$ cat config.mk
export PLATFORM = sky130hd
export DESIGN_NAME = irq_pending
export DESIGN_NICKNAME = d
export VERILOG_FILES = /design/src/rtl/irq_pending.sv
export SDC_FILE = /design/constraint.sdc
export NUM_CORES = 1
export LEC_CHECK = 0
export BUFFER_PORTS_ARGS = -buffer_cell sky130_fd_sc_hd__buf_2
export CORE_MARGIN = 2
export CORE_UTILIZATION = 51
export DETAILED_ROUTE_END_ITERATION = 12
export PLACE_DENSITY_LB_ADDON = 0.15
export SLEW_MARGIN = 15
export SYNTH_ARGS = -nofsm -noshare
export SYNTH_HDL_FRONTEND = slang
export SYNTH_SLANG_ARGS = --single-unit
$ cat constraint.sdc
create_clock -name clk -period 1.9 [get_ports clk]
set_input_delay 0.095 -clock clk [delete_from_list [all_inputs] [get_ports clk]]
set_output_delay 0.095 -clock clk [all_outputs]
set_load 0.02 [all_outputs]
$ cat src/rtl/irq_pending.sv
// irq_pending: edge-detects request lines into masked pending bits and
// drives irq to the priority encoder consumer, with ack/overrun status.
// Ports: clk, rst_n, req, mask_we, mask_wdata, ack, ack_code ->
//        pend, irq, ovr, ack_err
module irq_pending #(
  parameter int WIDTH  = 8,
  parameter int CODE_W = 3
) (
  input  logic              clk,
  input  logic              rst_n,
  input  logic [WIDTH-1:0]  req,
  input  logic              mask_we,
  input  logic [WIDTH-1:0]  mask_wdata,
  input  logic              ack,
  input  logic [CODE_W-1:0] ack_code,
  output logic [WIDTH-1:0]  pend,
  output logic              irq,
  output logic [WIDTH-1:0]  ovr,
  output logic              ack_err
);

  typedef enum logic [1:0] {
    IDLE    = 2'd0,
    ACTIVE  = 2'd1,
    HOLDOFF = 2'd2
  } state_t;

  state_t           state_q;
  logic             irq_q;
  logic             ack_err_q, ack_err_d;
  logic [WIDTH-1:0] req_q;
  logic [WIDTH-1:0] pnd_q, pnd_d;
  logic [WIDTH-1:0] mask_q, mask_d;
  logic [WIDTH-1:0] ovr_q, ovr_d;
  logic [WIDTH-1:0] rise;
  logic [WIDTH-1:0] clr;
  logic [WIDTH-1:0] pend_w;
  logic             accept;
  logic             any_pend;

  assign rise     = req & ~req_q;
  assign pend_w   = pnd_q & ~mask_q;
  assign any_pend = |pend_w;

  assign accept = ack && (state_q == ACTIVE)
               && pend_w[ack_code];

  always_comb begin
    clr = '0;
    if (accept) begin
      clr[ack_code] = 1'b1;
    end
  end

  // A rise on a bit being cleared wins: the bit
  // stays pending and its overrun flag is frozen.
  always_comb begin
    pnd_d = (pnd_q & ~clr) | rise;
    ovr_d = (ovr_q & ~(clr & ~rise))
          | (rise & pnd_q & ~clr);
  end

  always_comb begin
    mask_d = mask_q;
    if (mask_we) begin
      mask_d = mask_wdata;
    end
  end

  assign ack_err_d = ack && !accept;

  always_ff @(posedge clk or negedge rst_n) begin
    if (!rst_n) begin
      req_q     <= '0;
      pnd_q     <= '0;
      mask_q    <= '0;
      ovr_q     <= '0;
      ack_err_q <= 1'b0;
    end else begin
      req_q     <= req;
      pnd_q     <= pnd_d;
      mask_q    <= mask_d;
      ovr_q     <= ovr_d;
      ack_err_q <= ack_err_d;
    end
  end

  // HOLDOFF gives the encoder one settled cycle
  // before irq may re-assert from IDLE.
  always_ff @(posedge clk or negedge rst_n) begin
    if (!rst_n) begin
      state_q <= IDLE;
      irq_q   <= 1'b0;
    end else begin
      unique case (state_q)
        IDLE: begin
          if (any_pend) begin
            state_q <= ACTIVE;
            irq_q   <= 1'b1;
          end else begin
            irq_q   <= 1'b0;
          end
        end
        ACTIVE: begin
          if (accept) begin
            state_q <= HOLDOFF;
            irq_q   <= 1'b0;
          end else if (!any_pend) begin
            state_q <= IDLE;
            irq_q   <= 1'b0;
          end else begin
            irq_q   <= 1'b1;
          end
        end
        HOLDOFF: begin
          state_q <= IDLE;
          irq_q   <= 1'b0;
        end
        default: begin
          state_q <= IDLE;
          irq_q   <= 1'b0;
        end
      endcase
    end
  end

  assign pend    = pend_w;
  assign irq     = irq_q;
  assign ovr     = ovr_q;
  assign ack_err = ack_err_q;

endmodule
Yosys cells after proc, flatten, opt, wreduce, memory -nomap -nowiden
Index checks and enable logic that the tools add are counted.
{ "word_totals": {"wordCells": 46, "reg_bits": 36, "out_inout_bits": 18} }
{ "op_classes": {"reduce_logical": 8, "bitwise": 14, "n_mux": 12, "eq_ne": 3, "n_lt_le_gt_ge": 2} }
{ "ops": {"columns": ["op", "n"], "rows": [
  ["AND 8 bit", 7],
  ["NOT 8 bit", 5],
  ["OR 8 bit", 2],
  ["2-to-1 mux 8 bit", 1],
  ["OR reduction 8 bit", 1],
  ["2-to-1 mux 2 bit", 3],
  ["logical AND 1 bit", 4],
  ["less-than comparator 3 x 4 -> 1 bit (second input constant)", 1],
  ["2-to-1 mux 1 bit", 4],
  ["case mux 2 bit (2 select lines)", 1],
  ["binary-select mux 1 bit (select 3 bit)", 1],
  ["demux 1 bit (select 3 bit)", 1],
  [">= comparator 3 x 1 -> 1 bit (second input constant)", 1],
  ["!= test 3 bit (second input constant)", 1],
  ["== test 2 x 1 -> 1 bit (second input constant)", 1],
  ["zero test 2 bit", 1],
  ["!= test 2 bit (second input constant)", 1],
  ["case mux 1 bit (2 select lines)", 1],
  ["AND reduction 2 bit", 1],
  ["zero test 1 bit", 1]
]} }

Longest topological paths before layout
{ "logic_depth": {"word_depth": 10, "depth_mapped": 5} }

Worst setup path before layout
Ideal clock, no wire load.
{ "synth_timing": {"path_type": "reg2reg", "start": "register mask_q[2]", "end": "register ovr_q[3] (netlist: ovr[3])", "slack_ps": 179, "required_time_ps": 1762, "stages_incl_launch_ff": 5, "n_path_buf": 0, "period_less_slack_ps": 1721, "t_arrival_ps": 1583, "path_cell_list": "dfrtp_1 > nor2b_1 > o221ai_4 > o41ai_1 > o21ai_0"} }
{ "synth_between": {"elab_chain_len": 10, "elab_cells_between_ends": 12} }
{ "synth_rtl": {"columns": ["element", "line_no", "text"], "rows": [
  ["from (decl)", "33", "logic [WIDTH-1:0] mask_q, mask_d;"],
  ["from (signal assigned)", "82", "mask_q <= mask_d;"],
  ["NOT 8 bit (*)", "42", "assign pend_w = pnd_q & ~mask_q;"],
  ["AND 8 bit (*)", "42", null],
  ["named net pend[2]", "16", "output logic [WIDTH-1:0] pend,"],
  ["binary-select mux 1 bit (select 3 bit) (*)", "46", "&& pend_w[ack_code];"],
  ["2-to-1 mux 1 bit (not written as such) (*)", "46", null],
  ["logical AND 1 bit (*)", "46", null],
  ["2-to-1 mux 8 bit (*)", "50", "if (accept) begin"],
  ["AND 8 bit", "59", "ovr_d = (ovr_q & ~(clr & ~rise))"],
  ["NOT 8 bit", "59", null],
  ["AND 8 bit", "59", null],
  ["OR 8 bit (*)", "60", "| (rise & pnd_q & ~clr);"],
  ["named net ovr_d[3]", "34", "logic [WIDTH-1:0] ovr_q, ovr_d;"],
  ["to (signal assigned)", "83", "ovr_q <= ovr_d;"],
  ["to (decl)", "34", null]
]} }
Mark *: on every way through the listed nets, which the timed path passes. The rest lies on a longest branch. The select of a mux whose other input is x is not followed.
A chain may end at the register's enable or synchronous reset.

Final worst setup path
{ "layout_timing": {"start": "register state_q[1]", "end": "register ovr_q[3] (netlist: ovr[3])"} }
{ "layout_between": {"elab_chain_len": 8, "elab_cells_between_ends": 10} }
{ "layout_rtl": {"columns": ["element", "line_no", "text"], "rows": [
  ["from (decl)", "28", "state_t state_q;"],
  ["from (signal assigned)", "92", "state_q <= IDLE;"],
  ["from (signal assigned)", "98", "state_q <= ACTIVE;"],
  ["from (signal assigned)", "106", "state_q <= HOLDOFF;"],
  ["== test 2 x 1 -> 1 bit (*)", "45", "assign accept = ack && (state_q == ACTIVE)"],
  ["logical AND 1 bit (*)", "45", null],
  ["logical AND 1 bit (*)", "46", null],
  ["2-to-1 mux 8 bit (*)", "50", null],
  ["AND 8 bit", "59", null],
  ["NOT 8 bit", "59", null],
  ["AND 8 bit", "59", null],
  ["OR 8 bit (*)", "60", null],
  ["named net ovr_d[3]", "34", null]
]} }
Mark *: on every way through the listed nets, which the timed path passes. The rest lies on a longest branch.

==> results.py <==
metrics = {
    "timing": {
        "rsz0062_at_grt": "false",
        "finalWorstSetupSlack_ps": 203,
        "hold-worst-slack_ps": 145,
        "drv_slew": 0,
        "finalCritPeriodShare": 0.893,
        "tns_ps": 0,
        "worstMarginPinSlew_ps": 782,
        "period_needed_ps": 1700,
        "hold_viol": 0,
        "fmax_mhz": 589,
        "slew_headroom": 0.478,
        "setup_viol": 0,
        "skew_ps": 10.2,
    },
    "detailed_routing": {
        "wl_um": 3410,
        "drt-wirelength-per-cell_um": 14.6,
        "ant_nets": 0,
        "drt_iter0_markers": 53,
        "drtPass1Iterations": 4,
        "vias_per_cell": 5.45,
        "num_vias": 1270,
        "drc": 0,
    },
    "die": {
        "design.core.area_um2": 3000,
        "die_w_um": 59.6,
        "io_pins": 41,
        "row_count": 20,
        "fp.dieH_um": 59.6,
        "initial_core_util": 0.525,
        "die_area_um2": 3550,
    },
    "setup_path": {
        "critPathMaxFanout": 9,
        "crit_required_ps": 2110,
        "worst-setup-path-type": "flip-flop to flip-flop",
        "critPathArrivalTime_ps": 1910,
        "cp-end-kind": "flip-flop",
        "startpoint_type": "flip-flop",
    },
    "grt": {
        "grt_pass1_wl_um": 5630,
        "grt_max_degree": 37,
        "grt_usage": 0.218,
        "grt_pass1_vias": 1225,
        "overflow": 0,
        "antenna_found_initial": 0,
    },
    "place": {
        "placed_cell_area_um2": 1800,
        "dpl.hpwl_um": 2410,
        "io_buffers": 40,
        "dp_cells": 207,
        "post-place-ws_ps": 203,
        "gp_congestion": 0.852,
    },
    "run": {
        "drv_cap": 0,
    },
    "worst_hold_path": {
        "hold_class": "input pin to flip-flop",
    },
    "synth": {
        "yosysWarnings": 0,
        "synth_nets": 160,
        "ys_ff_latch": 36,
        "yosys-top-cells-area": "dfrtp_1 57%, mux2_2 5.7%, nor2b_1 5.2%",
        "syn_area_um2": 1580,
        "yosysSeqAreaShare": 0.571,
        "yosys.area.top_type": "dfrtp_1",
        "avgSynthCellArea_um2": 11.5,
        "synth_cells": 137,
        "synth_top_cell_area_share": 0.571,
        "ys_types": 34,
    },
    "cells_and_area": {
        "antenna_cells": 0,
        "nets": 222,
        "syn2layout_area_growth_pct": 29.0,
        "stdcell_area_um2": 2030,
        "layout-drive-gt1-share": 0.290,
        "layout.cells.non_filler": 233,
    },
    "status": {
        "status": "finished, final reports clean",
    },
    "pwr": {
        "ir_drop_uv": 457,
        "p_per_area_nw_per_um2": 826,
        "p_leak_nw": 0.879,
    },
    "cts": {
        "clkLatencyLatePin_ps": 340,
        "numCtsBuffers": 5,
        "clk_path_buf_depth": 2,
        "htreeDepth": 2,
        "clock_sinks": 36,
        "clkTransAtPathRegs_ps": 100,
        "cts_root_buffer": "clkbuf_4",
        "cts_tree": "yes",
    },
}
## layer usage
| layer | GRT usage | share of wire | wire length [um] |
|---|---|---|---|
| met1 | 0.287 | 0.45 | 1540 |
| met2 | 0.331 | 0.46 | 1580 |
| met3 | 0.0721 | 0.062 | 213 |
| met4 | 0.0889 | 0.023 | 78 |
| met5 | 0 | 0 | 0 |
## path summary, 6_finish.rpt
| path | from | end | slack, ps | cells past startpoint |
|---|---|---|---|---|
| max in group asynchronous | rst_n | mask_q[3]$_DFFE_PN0P_ | 1040 | 2 |
| min in group asynchronous | rst_n | req_q[2]$_DFF_PN0_ | 360 | 2 |
| hold reg to reg | state_q[1]$_DFFE_PN0P_ | state_q[0]$_DFFE_PN0P_ | 470 | 1 |
| hold / removal | ack_code[2] | pnd_q[2]$_DFF_PN0_ | 140 | 3 |
| setup / recovery | state_q[1]$_DFFE_PN0P_ | ovr[3]$_DFF_PN0_ | 200 | 4 |
| setup reg to reg | state_q[1]$_DFFE_PN0P_ | ovr[3]$_DFF_PN0_ | 200 | 4 |
## power breakdown
part	switching, mW	total [mW]	internal (mW)
Sequential	0.0389	0.877	0.838
Combinational	0.222	0.379	0.157
Clock	0.241	0.423	0.183
## cell usage in the layout, fill, tap and decap left out
master / synthesis / layout
o21bai_1: 1 / 1
a2111oi_0: 1 / 1
o22ai_1: 1 / 1
nand4_1: 1 / 1
nor2_1: 4 / 4
inv_1: 3 / 3
or3b_4: 1 / 1
and4bb_2: 1 / 1
o31ai_1: 3 / 3
nor2b_1: 13 / 13
and2b_1: 1 / 1
clkbuf_1: 1 / 2
clkbuf_4: 0 / 5
dfrtp_1: 36 / 36
o41ai_1: 2 / 2
o221ai_4: 1 / 1
and2_1: 2 / 2
buf_2: 0 / 40
nor4_1: 2 / 2
nand3_1: 1 / 1
a31oi_1: 2 / 2
and3b_1: 1 / 1
mux2_2: 8 / 8
a221oi_1: 2 / 2
clkbuf_8: 0 / 1
nand2_1: 15 / 15
a21boi_0: 1 / 1
a311oi_4: 1 / 1
and3_1: 1 / 1
nand2b_1: 10 / 10
dlygate4sd3_1: 0 / 18
a21oi_1: 9 / 9
or2b_1: 1 / 1
or3b_1: 1 / 1
nor3_1: 2 / 2
o21ai_0: 6 / 6
## per-stage QoR
stage	power (mW)	utilization
4_1_cts	1.70	0.678
3_5_place_dp	1.24	0.598
3_3_place_gp	1.23	0.598
5_1_grt	1.77	0.678
2_1_floorplan	1.12	-
6_report	1.68	0.678
## state kept, by name, summed over array words and instances (netlist names)
name,count
req_q,8
irq,1
ack_err,1
state_q,2
mask_q,8
ovr,8
pnd_q,8
## cells by family after synthesis
kind of cell    share of synthesized area
compound gates                      0.144
buf+inv                            0.0214
mux                                0.0571
simple gates                        0.206
flops                               0.571
## cell type report
type,count,area (um2)
Clock buffer,8,58.8
Fill cell,232,968
Inverter,3,11.3
Multi-Input combinational cell,95,642
Sequential cell,36,901
Tap cell,33,41.3
Timing Repair Buffer,58,380
## repair_timing
item                                   CTS  global route
gates resized for setup                  0             0
endpoints found under the hold margin   56             0
hold buffers                            18             0
setup buffers                            0             0
## cells in the mapped netlist
cell type	number
and2b_1	1
nor4_1	2
nor2b_1	13
or3b_1	1
a221oi_1	2
mux2_2	8
clkbuf_1	1
a31oi_1	2
buf_4	1
inv_1	3
buf_6	1
a2111oi_0	1
o31ai_1	3
nand2b_1	10
nor3_1	2
and3b_1	1
a21oi_1	9
and3_1	1
o21bai_1	1
or3b_4	1
or2b_1	1
nand4_1	1
a21boi_0	1
o221ai_4	1
a311oi_4	1
nand2_1	15
and4bb_2	1
o41ai_1	2
dfrtp_1	36
nor2_1	4
nand3_1	1
o22ai_1	1
o21ai_0	6
and2_1	2
## worst max-delay path, stage by stage, from the launching register on
cell	delay (ps)
dfrtp_1	400
and3b_1	340
o221ai_4	210
o41ai_1	470
o21ai_0	140
Note: power is estimated with default switching activity, not from simulation.
